$ cat src/rtl/bitcount_scheduler_if.sv
// Request/operand bus between requesters and the shared popcount scheduler.
interface bitcount_scheduler_if #(
    parameter int unsigned N_REQ = 4,
    parameter int unsigned WIDTH = 8,
    parameter int unsigned CW    = 4,
    parameter int unsigned IDW   = 2
);
    logic [N_REQ-1:0]       req;
    logic [N_REQ*WIDTH-1:0] operand;
    logic [N_REQ-1:0]       grant;
    logic                   busy;
    logic                   done;
    logic [IDW-1:0]         done_id;
    logic [CW-1:0]          result;

    modport master (
        output req, operand,
        input  grant, busy, done, done_id, result
    );

    modport slave (
        input  req, operand,
        output grant, busy, done, done_id, result
    );
endinterface

$ cat src/rtl/bitcount_scheduler.sv
// Round-robin shared shift-and-count popcount engine: grants one requester,
// counts the set bits of its operand and returns the count tagged with its ID.
module bitcount_scheduler #(
    parameter int unsigned N_REQ = 4,
    parameter int unsigned WIDTH = 8,
    parameter int unsigned CW    = 4,
    parameter int unsigned IDW   = 2
) (
    input  logic                 clk,
    input  logic                 reset,
    bitcount_scheduler_if.slave  bus
);

    typedef enum logic [1:0] {
        IDLE  = 2'd0,
        SHIFT = 2'd1,
        DONE  = 2'd2
    } state_e;

    state_e             state_q, state_d;
    logic [IDW-1:0]     ptr_q, ptr_d;
    logic [IDW-1:0]     id_q, id_d;
    logic [WIDTH-1:0]   sr_q, sr_d;
    logic [CW-1:0]      cnt_q, cnt_d;
    logic [N_REQ-1:0]   grant_q, grant_d;
    logic               busy_q, busy_d;
    logic               done_q, done_d;
    logic [IDW-1:0]     done_id_q, done_id_d;
    logic [CW-1:0]      result_q, result_d;

    logic               win_valid_c;
    logic [IDW-1:0]     win_id_c;
    logic [IDW-1:0]     idx_c;
    logic [WIDTH-1:0]   win_op_c;

    // Round-robin pick: first asserted request at or after the pointer, wrapping.
    always_comb begin
        win_valid_c = 1'b0;
        win_id_c    = '0;
        idx_c       = '0;
        for (int unsigned i = 0; i < N_REQ; i++) begin
            idx_c = ptr_q + IDW'(i);
            if (!win_valid_c && bus.req[idx_c]) begin
                win_valid_c = 1'b1;
                win_id_c    = idx_c;
            end
        end
        win_op_c = '0;
        for (int unsigned j = 0; j < N_REQ; j++) begin
            if (IDW'(j) == win_id_c) begin
                win_op_c = bus.operand[j*WIDTH +: WIDTH];
            end
        end
    end

    // Sequencing FSM and shared shift/count datapath.
    always_comb begin
        state_d   = state_q;
        ptr_d     = ptr_q;
        id_d      = id_q;
        sr_d      = sr_q;
        cnt_d     = cnt_q;
        done_id_d = done_id_q;
        result_d  = result_q;
        grant_d   = '0;
        busy_d    = 1'b0;
        done_d    = 1'b0;

        unique case (state_q)
            IDLE: begin
                if (win_valid_c) begin
                    sr_d    = win_op_c;
                    cnt_d   = '0;
                    id_d    = win_id_c;
                    state_d = SHIFT;
                end
            end
            SHIFT: begin
                if (sr_q == '0) begin
                    result_d  = cnt_q;
                    done_id_d = id_q;
                    state_d   = DONE;
                end else begin
                    cnt_d = cnt_q + CW'(sr_q[0]);
                    sr_d  = sr_q >> 1;
                end
            end
            DONE: begin
                ptr_d   = id_q + IDW'(1);
                state_d = IDLE;
            end
            default: state_d = IDLE;
        endcase

        // Outputs are registered, so they follow the state being entered.
        busy_d = (state_d != IDLE);
        done_d = (state_d == DONE);
        if (state_d != IDLE) begin
            grant_d[id_d] = 1'b1;
        end
    end

    always_ff @(posedge clk) begin
        if (reset) begin
            state_q   <= IDLE;
            ptr_q     <= '0;
            id_q      <= '0;
            sr_q      <= '0;
            cnt_q     <= '0;
            grant_q   <= '0;
            busy_q    <= 1'b0;
            done_q    <= 1'b0;
            done_id_q <= '0;
            result_q  <= '0;
        end else begin
            state_q   <= state_d;
            ptr_q     <= ptr_d;
            id_q      <= id_d;
            sr_q      <= sr_d;
            cnt_q     <= cnt_d;
            grant_q   <= grant_d;
            busy_q    <= busy_d;
            done_q    <= done_d;
            done_id_q <= done_id_d;
            result_q  <= result_d;
        end
    end

    assign bus.grant   = grant_q;
    assign bus.busy    = busy_q;
    assign bus.done    = done_q;
    assign bus.done_id = done_id_q;
    assign bus.result  = result_q;

endmodule

$ cat src/flat_wrapper.sv
// flat-port wrapper written by rule: the top's interface ports become plain ports
module bitcount_scheduler_flat 
#(
    parameter int unsigned N_REQ = 4,
    parameter int unsigned WIDTH = 8,
    parameter int unsigned CW    = 4,
    parameter int unsigned IDW   = 2
)
  (clk, reset, bus_req, bus_operand, bus_grant, bus_busy, bus_done, bus_done_id, bus_result);
  bitcount_scheduler_if #(.N_REQ(N_REQ), .WIDTH(WIDTH), .CW(CW), .IDW(IDW)) bus_i ();
  input  logic clk;
  input  logic reset;
  input wire logic [$bits(bus_i.req)-1:0] bus_req;
  input wire logic [$bits(bus_i.operand)-1:0] bus_operand;
  output wire logic [$bits(bus_i.grant)-1:0] bus_grant;
  output wire logic [$bits(bus_i.busy)-1:0] bus_busy;
  output wire logic [$bits(bus_i.done)-1:0] bus_done;
  output wire logic [$bits(bus_i.done_id)-1:0] bus_done_id;
  output wire logic [$bits(bus_i.result)-1:0] bus_result;
  assign bus_i.req = bus_req;
  assign bus_i.operand = bus_operand;
  assign bus_grant = bus_i.grant;
  assign bus_busy = bus_i.busy;
  assign bus_done = bus_i.done;
  assign bus_done_id = bus_i.done_id;
  assign bus_result = bus_i.result;
  bitcount_scheduler #(.N_REQ(N_REQ), .WIDTH(WIDTH), .CW(CW), .IDW(IDW)) u_core (.clk(clk), .reset(reset), .bus(bus_i));
endmodule
$ cat config.mk
export PLATFORM = sky130hd
export DESIGN_NAME = bitcount_scheduler_flat
export DESIGN_NICKNAME = d
export VERILOG_FILES = /design/src/rtl/bitcount_scheduler_if.sv /design/src/rtl/bitcount_scheduler.sv /design/src/flat_wrapper.sv
export SDC_FILE = /design/constraint.sdc
export NUM_CORES = 1
export LEC_CHECK = 0
export BUFFER_PORTS_ARGS = -buffer_cell sky130_fd_sc_hd__clkbuf_2
export CAP_MARGIN = 0
export CORE_ASPECT_RATIO = 0.6
export CORE_UTILIZATION = 51
export CTS_CLUSTER_DIAMETER = 30
export DETAILED_ROUTE_END_ITERATION = 8
export GPL_ROUTABILITY_DRIVEN = 0
export HOLD_SLACK_MARGIN = 0.02
export PLACE_DENSITY = 0.84
export SLEW_MARGIN = 20
export SYNTH_ARGS = -nofsm -noshare
export SYNTH_HDL_FRONTEND = slang
export SYNTH_SLANG_ARGS = --single-unit
export TNS_END_PERCENT = 20
$ cat constraint.sdc
create_clock -name clk -period 2.1 [get_ports clk]
set_input_delay 0.105 -clock clk [delete_from_list [all_inputs] [get_ports clk]]
set_output_delay 0.105 -clock clk [all_outputs]
set_load 0.05 [all_outputs]
# Yosys cells after proc, flatten, opt, wreduce, memory -nomap -nowiden
# Cells that the tools add are included.
# classes
add_sub_neg	5
magnitude_cmp	6
eq_ne	8
n_mux	33
bitwise	1
reduce_logical	15
# op_table
operator	count
8-bit two-way mux	6
2-bit two-way mux	8
8-bit case mux with 2 select lines	1
2-bit by 3-bit less-than comparator with 1-bit output, second input constant	5
1-bit two-way mux	9
1-bit binary-select mux with 2-bit select	4
8-bit logical NOT	1
4-bit two-way mux	2
4-bit case mux with 2 select lines	1
2-bit by 1-bit adder with 2-bit output, second input constant	2
2-bit adder, second input constant	2
4-bit by 1-bit adder with 4-bit output	1
2-bit equality test, first input constant	2
2-bit equality test, second input constant	2
1-bit logical AND	4
2-bit logical NOT	2
2-bit case mux with 2 select lines	1
2-bit nonzero test	2
1-bit logical NOT	3
3-bit AND reduction	1
1-bit demux with 2-bit select	1
1-bit by 2-bit equality test with 1-bit output, first input constant	1
2-bit by 1-bit equality test with 1-bit output, second input constant	1
2-bit by 1-bit greater-or-equal comparator with 1-bit output, second input constant	1
other kinds (5)	5
# totals
register_bits	30
in_bits	38

# Depth between registers and ports, before layout
# logic_depth
ltp_word	19
ltp_mapped	7

# Worst setup path after synthesis
# No wires, ideal clock.
# synth_timing
kind	register to register
start	reg u_core.sr_q[4]
end	reg u_core.cnt_q[2]
arrival_time_ns	1.527
setup_slack_ns	0.438
stages_incl_launch_ff	6
period_less_slack_ns	1.662
path_cell_list	dfxtp_1 > or4_4 > or3_4 > nand3_1 > xor2_1 > nor3_1
# synth_between
elab_chain_len	3
# synth_rtl
item	line_no	source
start: declaration	bitcount_scheduler.sv:23	logic [WIDTH-1:0] sr_q, sr_d;
start signal: assignment	bitcount_scheduler.sv:119	sr_q <= sr_d;
8-bit logical NOT	bitcount_scheduler.sv:79	if (sr_q == '0) begin
2-bit inequality test (no source line)	n/a	
3-bit AND reduction (no source line)	n/a	
end signal: assignment	bitcount_scheduler.sv:120	cnt_q <= cnt_d;
end: declaration	bitcount_scheduler.sv:24	logic [CW-1:0] cnt_q, cnt_d;
# No other way between the ends.
# A chain may end at the register's enable or synchronous reset.

# Worst setup path in the final report
# layout_timing
start	reg u_core.sr_q[4]
end	reg u_core.done_id_q[0] (netlist: u_core.bus.done_id[0])
# layout_between
elab_chain_len	2
# layout_rtl
item	line_no	source
8-bit logical NOT	bitcount_scheduler.sv:79	
2-bit AND reduction (no source line)	n/a	
end signal: assignment	bitcount_scheduler.sv:124	done_id_q <= done_id_d;
end: declaration	bitcount_scheduler.sv:28	logic [IDW-1:0] done_id_q, done_id_d;
# No other way between the ends.

==> impl_metrics.env <==
export IMPL_hold_ws_ps=170.6
export IMPL_clock_latency_ps=280
export IMPL_finalNonFillerCells=301
export IMPL_cts_tree="built"
export IMPL_crit_chain="or4_4 > or3_1 > mux2i_1 > nor2_1"
export IMPL_ys_seq_area_share_pct=34.36
export IMPL_min_from="bus_operand[15]"
export IMPL_drtIter0Drc=115
export IMPL_final_period_minus_worst_setup_slack_ps=1836
export IMPL_grt_setup_unrepaired="false"
export IMPL_worstSetupEndpointType="flip-flop"
export IMPL_ir_worst_vdd_uv=592.2
export IMPL_critPathMaxStageDelay_ps=560
export IMPL_synthesis_area_um2=1748
export IMPL_synthDistinctLibCells=52
export IMPL_syn2layout_area_growth_pct=19.11
export IMPL_numCtsBuffers=5
export IMPL_start_kind="flip-flop"
export IMPL_ff2ff_setup_slack_ps=260
export IMPL_grt_overflow_total=0
export IMPL_power_w=0.001597
export IMPL_wl_per_cell_um=14.83
export IMPL_start_util_pct=53.57
export IMPL_cts_max_level=2
export IMPL_reg2regPathDepth=4
export IMPL_drc=0
export IMPL_via_per_inst=5.821
export IMPL_antenna_found_initial=0
export IMPL_wl_mm=4.463
export IMPL_synth_top_area_share_pct=34.36
export IMPL_grt_total_usage_pct=27.11
export IMPL_finalMaxSlewViolations=0
export IMPL_fillers=291
export IMPL_grt_pass1_wl_mm=7.286
export IMPL_ys_top_cells_by_count="dfxtp_1 (30), nor2_1 (28), nand2_1 (16)"
export IMPL_syn_nets=250
export IMPL_nNetsFinal=296
export IMPL_rows=16
export IMPL_syn_avg_cell_area_um2=8.323
export IMPL_dieArea_um2=3673
export IMPL_final_setup_tns_ps=0
export IMPL_cts_hold_buf=0
export IMPL_grt_pass1_vias=1514
export IMPL_ant_nets=0
export IMPL_vias=1752
export IMPL_cts_buffer_depth=2
export IMPL_clock_sinks=30
export IMPL_core_region_area_um2=3263
export IMPL_drive_gt1_share_pct=28.52
export IMPL_synth_async_reset_ratio_pct=0
export IMPL_grt_max_degree=20
export IMPL_portBuffers=49
export IMPL_cts_setup_buffers=0
export IMPL_p_per_area_nw_per_um2=766.9
export IMPL_hpwl_mm=3.420
export IMPL_worst_slew_pin_slew_ps=507.5
export IMPL_ys_top_cells_by_area="dfxtp_1 (34%), nor2_1 (6.0%), mux2i_1 (3.4%), nor3_1 (3.4%), nand2_1 (3.4%)"
export IMPL_hold_end="u_core.sr_q[7]$_SDFFE_PP0P_"
export IMPL_worst_r2r_endpoint="u_core.bus.done_id[0]$_SDFFE_PP0P_"
export IMPL_die_w_um=77.58
export IMPL_setup_violations=0
export IMPL_slowest_stage="or4_4"
export IMPL_yosys_most_used_dff="dfxtp_1"
export IMPL_status="finished clean"
export IMPL_cap_violations=0
export IMPL_synth_edff_count=0
export IMPL_die_h_um=47.35
export IMPL_max_freq_mhz=544.6
export IMPL_final_hold_violation_count=0
export IMPL_stdcell_area_um2=2082
export IMPL_min_path_cells=3
export IMPL_top_level_ports=50
export IMPL_cts_root_buf="clkbuf_8"
export IMPL_path_max_fanout=8
export IMPL_clkTransAtPathRegs_ps=60
export IMPL_hold_path_class="primary input to flip-flop"
export IMPL_p_leak_nw=0.9688
export IMPL_ys_warn_count=0
export IMPL_n_antenna_cell=0
export IMPL_synth_top_area_cell="dfxtp_1"
export IMPL_cts_resized_gates=0
export IMPL_first_pass_iters=4
export IMPL_synth_most_common_cell="dfxtp_1"
export IMPL_syn_inst=210
export IMPL_numPlacedInstances=294
export IMPL_worst_ep_arrival_time_ps=2010
export IMPL_post_route_period_util_pct=87.43
export IMPL_fin_worst_skew_ps=3.372
export IMPL_required_ps=2270
export IMPL_timing_rr_start="u_core.sr_q[4]$_SDFFE_PP0P_"
export IMPL_placed_area_um2=2003
export IMPL_worstSetupPathType="flip-flop to flip-flop"
export IMPL_slew_headroom_pct=65.94
export IMPL_ys_ff_latch=30
==> worst max path at each step <==
stage                     cells past startpoint                         start                            endpoint
after floorplan                               5   u_core.sr_q[4]$_SDFFE_PP0P_        u_core.cnt_q[2]$_SDFFE_PP0P_
after global placement                        5  u_core.state_q[0]$_SDFF_PP0_         u_core.sr_q[6]$_SDFFE_PP0P_
after detailed placement                      4   u_core.sr_q[4]$_SDFFE_PP0P_  u_core.bus.done_id[0]$_SDFFE_PP0P_
after CTS                                     4   u_core.sr_q[4]$_SDFFE_PP0P_  u_core.bus.done_id[0]$_SDFFE_PP0P_
after global routing                          5  u_core.ptr_q[1]$_SDFFE_PP0N_      u_core.bus.grant[3]$_SDFF_PP0_
final                                         4   u_core.sr_q[4]$_SDFFE_PP0P_  u_core.bus.done_id[0]$_SDFFE_PP0P_
==> power by group <==
part / leakage [nW] / internal, W / switching, W
Sequential: 0.245 / 0.000631 / 0.0000538
Clock: 0.0438 / 0.000222 / 0.000215
Combinational: 0.680 / 0.000192 / 0.000282
Total: 0.969 / 0.00105 / 0.000551
==> critical path, delay by kind of cell (launching register included) <==
family / cells / cell delay, ps
flops: 1 / 320
mux: 1 / 230
simple gates: 3 / 1180
==> cells in the final DEF (no fill, tap or decap), types with 3 or more instances in the layout <==
cell type and n:
and4_1 3, dfxtp_1 30, nor3_1 12, o211a_1 4, nor2b_1 4, a32o_1 3, a21oi_1 8, o211ai_1 8
clkbuf_8 5, nor2_1 28, nand4_1 3, or3_1 3, nand2b_1 6, mux2i_1 6, o21a_1 3, a32oi_1 3
o31a_1 3, clkbuf_2 49, nand2_1 16, a31o_2 4, o21ai_0 7, nand3_1 6
==> through the flow <==
| stage | util, % | worst slack, ps |
|---|---|---|
| after floorplan | - | 437.5 |
| after global placement | 61.39 | 320.7 |
| after detailed placement | 61.39 | 279.8 |
| after CTS | 63.80 | 261.2 |
| after global routing | 63.80 | 49.01 |
| final | 63.80 | 263.9 |
==> per-layer routing <==
| layer | share of wire (%) | track usage (%) |
|---|---|---|
| met5 | 0 | 0 |
| met4 | 1.2 | 9.434 |
| met3 | 8.3 | 7.573 |
| met2 | 39 | 39.82 |
| met1 | 52 | 38.40 |
==> layout make-up <==
| class | instances | area, um2 | share of cell area [%] |
|---|---|---|---|
| well taps | 45 | 56.30 | 2.704 |
| clock buffers | 5 | 68.82 | 3.305 |
| flip-flops and latches | 30 | 600.6 | 28.85 |
| inverters | 3 | 11.26 | 0.5409 |
| clock inverters | 2 | 10.01 | 0.4808 |
| multi-input cells | 165 | 1075 | 51.62 |
| repair buffers | 51 | 260.3 | 12.50 |
==> cell families after synthesis <==
kind of cell	share of synthesized area [%]
AO/OA/AOI/OAI	25.41
XOR/XNOR	1.503
adder cells (fa/ha/maj)	1.431
buffers and inverters	4.151
flip-flops	34.36
multiplexers	3.436
AND/OR/NAND/NOR	29.71
==> state kept, by name, summed over array words and instances, names as in the netlist <==
signal and count:
u_core.id_q 2, u_core.ptr_q 2, u_core.bus.busy 1, u_core.cnt_q 4, u_core.state_q 2, u_core.bus.done 1
u_core.bus.grant 4, u_core.bus.done_id 2, u_core.sr_q 8, u_core.bus.result 4
(Power assumes the default switching activity.)
